===== config.mk =====
export PLATFORM = sky130hd
export DESIGN_NAME = ternary_dot_feeder
export DESIGN_NICKNAME = d
export VERILOG_FILES = /design/src/rtl/ternary_dot_feeder.sv
export SDC_FILE = /design/constraint.sdc
export NUM_CORES = 1
export LEC_CHECK = 0
export BUFFER_PORTS_ARGS = -buffer_cell sky130_fd_sc_hd__buf_2
export CAP_MARGIN = 5
export CORE_MARGIN = 5
export CORE_UTILIZATION = 40
export CTS_BUF_LIST = sky130_fd_sc_hd__clkbuf_4 sky130_fd_sc_hd__clkbuf_8
export DETAILED_ROUTE_END_ITERATION = 12
export PLACE_DENSITY = 0.7
export REMOVE_ABC_BUFFERS = 1
export SLEW_MARGIN = 20
export SYNTH_ARGS = -nofsm -noshare
export SYNTH_HDL_FRONTEND = slang
export SYNTH_SLANG_ARGS = --single-unit

===== constraint.sdc =====
create_clock -name clk -period 2.19 [get_ports clk]
set_input_delay 0.438 -clock clk [delete_from_list [all_inputs] [get_ports clk]]
set_output_delay 0.438 -clock clk [all_outputs]
set_load 0.01 [all_outputs]

===== src/rtl/ternary_dot_feeder.sv =====
// Streams 128 ternary weights + 128 activation bits as 48 bytes to the dot core, waits WAIT_CYCLES, then captures the 13-bit result.
// Result valid at T+49+WAIT_CYCLES after start; result held in DONE until result_ready, start ignored while busy.
module ternary_dot_feeder #(
    parameter int unsigned WAIT_CYCLES = 4
) (
    input  logic         clk,
    input  logic         rst,
    input  logic         start,
    input  logic [255:0] w_data,
    input  logic [127:0] a_data,
    output logic         busy,
    output logic [7:0]   tx_data,
    output logic         tx_valid,
    output logic         tx_last,
    input  logic [7:0]   core_lo,
    input  logic [4:0]   core_hi,
    output logic [15:0]  result,
    output logic         result_valid,
    input  logic         result_ready
);

    typedef enum logic [1:0] {
        S_IDLE   = 2'd0,
        S_STREAM = 2'd1,
        S_WAIT   = 2'd2,
        S_DONE   = 2'd3
    } state_t;

    localparam logic [5:0] LAST_BYTE = 6'd47;
    localparam logic [3:0] WAIT_LOAD = 4'(WAIT_CYCLES - 1);

    state_t       state;
    state_t       state_nxt;
    logic [5:0]   byte_cnt;
    logic [3:0]   wait_cnt;
    logic [255:0] w_shadow;
    logic [127:0] a_shadow;
    logic [255:0] w_clean;
    logic [15:0]  result_q;

    // Invalid code 10 folds to 00: high bit survives only when the low bit is also set.
    always_comb begin
        w_clean = w_data;
        for (int i = 0; i < 128; i++) begin
            w_clean[2*i+1] = w_data[2*i+1] & w_data[2*i];
        end
    end

    always_ff @(posedge clk) begin
        if (rst) begin
            state <= S_IDLE;
        end else begin
            state <= state_nxt;
        end
    end

    always_comb begin
        state_nxt    = state;
        busy         = (state != S_IDLE);
        result_valid = (state == S_DONE);
        tx_valid     = 1'b0;
        tx_last      = 1'b0;
        tx_data      = 8'h00;
        unique case (state)
            S_IDLE: begin
                if (start) begin
                    state_nxt = S_STREAM;
                end
            end
            S_STREAM: begin
                tx_valid = 1'b1;
                tx_last  = (byte_cnt == LAST_BYTE);
                // Bytes 0..31 carry weights, 32..47 carry activations.
                if (byte_cnt[5]) begin
                    tx_data = a_shadow[{byte_cnt[3:0], 3'b000} +: 8];
                end else begin
                    tx_data = w_shadow[{byte_cnt[4:0], 3'b000} +: 8];
                end
                if (byte_cnt == LAST_BYTE) begin
                    state_nxt = S_WAIT;
                end
            end
            S_WAIT: begin
                if (wait_cnt == 4'd0) begin
                    state_nxt = S_DONE;
                end
            end
            S_DONE: begin
                if (result_ready) begin
                    state_nxt = S_IDLE;
                end
            end
            default: state_nxt = S_IDLE;
        endcase
    end

    always_ff @(posedge clk) begin
        if (rst) begin
            byte_cnt <= 6'd0;
            wait_cnt <= 4'd0;
            w_shadow <= '0;
            a_shadow <= '0;
            result_q <= 16'h0000;
        end else begin
            unique case (state)
                S_IDLE: begin
                    if (start) begin
                        w_shadow <= w_clean;
                        a_shadow <= a_data;
                        byte_cnt <= 6'd0;
                    end
                end
                S_STREAM: begin
                    if (byte_cnt == LAST_BYTE) begin
                        byte_cnt <= 6'd0;
                        wait_cnt <= WAIT_LOAD;
                    end else begin
                        byte_cnt <= byte_cnt + 6'd1;
                    end
                end
                S_WAIT: begin
                    if (wait_cnt == 4'd0) begin
                        result_q <= {{3{core_hi[4]}}, core_hi, core_lo};
                    end else begin
                        wait_cnt <= wait_cnt - 4'd1;
                    end
                end
                default: ;
            endcase
        end
    end

    assign result = result_q;

endmodule


==> results.tsv <==
stage	metric	value	unit
global_routing	GRT overflow	0	
drt	drt via density	5.26	
setup_path	Setup Crit Path Kind	flop to output port	
synth	most common cell in the netlist	nand2_1	
setup_path	Max FO, Critical Path	5	
synth	Yosys top cell area share	46.7	%
place	DP Wirelength	43400	µm
clock_network	Max H-tree Level	3	
drt	routed wire length per instance	18.2	µm
floorplanning	num ports	429	
synth	dominant cell type by area after synthesis	dfxtp_1	
synth	Post-synth top cells	673 x nand2_1, 409 x dfxtp_1, 399 x a21oi_1	
clock_network	CTS buffer count	70	
clock_network	worst-skew pair later-pin latency	0.62	ns
pwr	ratio of total power to cell area	1110	nW/µm²
status	failing checks	setup timing	
floorplanning	Cell Rows	76	
global_routing	initial antenna violation count	4	
synth	Seq/Total Area, Yosys	46.7	%
drt	1st-iter DRT viols	1107	
setup_path	CP endpoint kind	output port	
synth	Synth Register Bits	409	
floorplanning	initial core utilization	40.5	%
clock_network	clock slew at reported path FFs	0.07	ns
synth	Netlist cell types	48	
floorplanning	die width	219	µm
pwr	Max VDD drop	0.000521	V
global_routing	wire length of the first global-routing pass	88600	µm
clock_network	Max Root-Sink Buffers	3	
drt	met2 wire len	28100	µm
worst_hold_path	Hold Path Class	input pin to flop	
floorplanning	chip height	219	µm
sta	crit share post-route	141	%
floorplanning	Die Area	48100	µm²
finish	layout cell share with drive strength beyond 1	32.3	%
pwr	Lkg Pwr	9.17	nW
finish	Core Util, Final	54.0	%
sta	fin crit period	3.09	ns
sta	Final Max Tran Viols	0	
global_routing	number of global-route vias before repair	17000	
synth	Yosys warning count	0	
sta	RSZ-0062 raised after global routing	true	
clock_network	CTS Sinks	409	
sta	setup ws final	-0.902	ns
sta	Max-slew headroom	66.9	%
floorplanning	core region area	43300	µm²
place	RePlAce Congestion	0.893	
drt	ANT nets after route	0	
drt	met3 routed WL	4140	µm
sta	Post-Route Skew	0.0254	ns
sta	Min Hold Slack	0.0607	ns
sta	final hold vios	0	
finish	Area Growth Syn to Fin	33.3	%
sta	Slew @ Worst Pin	0.484	ns
place	placement-stage cell area	21100	µm²
sta	number of setup violations in the final report	9	
status	outcome	finished with violations	
clock_network	root buf cell	clkbuf_8	
pwr	post-layout power	25.9	mW
drt	total number of vias	16900	
synth	async set or reset register ratio after synthesis	0	%
synth	Gate Count Post-Synth	2094	
drt	drt pass-1 iters	6	
finish	final net count	2984	
global_routing	GRT Total Usage	23.2	%
setup_path	CP Data Required Time	1.75	ns
synth	ranking of synthesized cells by area	dfxtp_1 47%, nand2_1 14%, a21oi_1 11%	
run	MaxCap Viol Count	0	
setup_path	Startpoint Class	flop	
clock_network	CTS tree	yes	
synth	Post-synth EDFFs	0	
sta	Fmax achieved	0.323	GHz
synth	mapped cell area	17500	µm²
setup_path	Arr. time, crit path	2.65	ns
drt	drc violations	0	
global_routing	largest net degree at the start of global routing	107	
drt	DR top layer	met5	
synth	Synth Flop Type	dfxtp_1	
drt	WL final	58500	µm
finish	Final Cell Area	23400	µm²
synth	Mean Syn Cell Area	8.38	µm²
place	IO buf count	428	
drt	M1 WL	24500	µm
worst max-delay path: stages, from the launching register on:
cell and delay [ns]:
dfxtp_4 0.36, buf_6 0.14, buf_8 0.13, buf_6 0.11, mux4_2 0.32, nor2b_1 0.05, o41a_1 0.49, a211oi_2 0.27
buf_2 0.18
per-layer routing:
metal	vias up	GRT usage, %
li1	8198	-
met5	-	0
met1	8008	29.8
met4	6	8.50
met3	102	4.52
met2	602	38.9
through the flow:
stage | std cells | setup TNS [ns] | worst slack, ns
6_report | 3214 | -6.95 | -0.902
5_1_grt | 3212 | -7.81 | -1.02
4_1_cts | 3209 | -7.49 | -0.928
3_5_place_dp | 3062 | -3.61 | -0.522
3_3_place_gp | 3062 | -3.52 | -0.541
2_1_floorplan | 1917 | -2074.97 | -5.32
power breakdown:
group	leakage, nW	internal, mW	switching [mW]
Clock	0.807	4.33	3.11
Combinational	5.01	4.07	4.95
Sequential	3.35	8.67	0.715
timing repair:
| action | in CTS | in global routing |
|---|---|---|
| hold buffers | 0 | 0 |
| resized for setup | 70 | 34 |
| pin swaps | 23 | 20 |
| buffers inserted | 25 | 3 |
| endpoints found under the setup margin | 9 | 10 |
| gates cloned | 1 | 0 |
cell families (layout without fill, tap and decap cells):
group | Yosys count | count (layout) | synth area share (%)
adder cells (fa/ha/maj) | 6 | 6 | 0.428
XOR/XNOR | 7 | 7 | 0.350
other | 0 | 2 | 0
AO/OA/AOI/OAI | 496 | 496 | 16.1
multiplexers | 135 | 135 | 12.2
flip-flops | 409 | 409 | 46.7
AND/OR/NAND/NOR | 855 | 855 | 19.8
buffers and inverters | 186 | 719 | 4.49
registers in the layout (all words and copies together), names as in the netlist:
signal,cells
a_shadow,128
byte_cnt,6
result,13
state,2
w_shadow,256
wait_cnt,4
cells in the final DEF (no fill, tap or decap), types with 12 or more instances in the layout:
cell        n
nand3_1   132
nor2b_1    12
mux2i_1    60
a211oi_2   18
a21oi_1   399
clkbuf_4   16
clkinv_2   12
dfxtp_1   405
clkbuf_8   87
nand2_1   670
buf_4     104
buf_2     423
mux4_2     61
nor2_1     13
buf_6      16
a22o_1     13
buf_12     35
layout make-up:
type | instances | area (µm²)
diodes | 2 | 5.00
clock buffers | 103 | 1320
clock inverters | 19 | 204
fillers | 3920 | 19900
inverters | 9 | 33.8
multi-input cells | 1499 | 8950
flip-flops and latches | 409 | 8200
well taps | 585 | 732
repair buffers | 588 | 3940
worst paths after layout:
path / start / slack [ns] / depth (start not counted) / endpoint
min: a_data[121] / 0.06 / 3 / a_shadow[121]
max: byte_cnt[0] / -0.90 / 8 / tx_data[4]
max reg2reg: byte_cnt[1] / 0.19 / 8 / state[1]
min reg2reg: w_shadow[115] / 0.45 / 2 / w_shadow[115]
No activity file was read; power rests on OpenSTA's default activity.
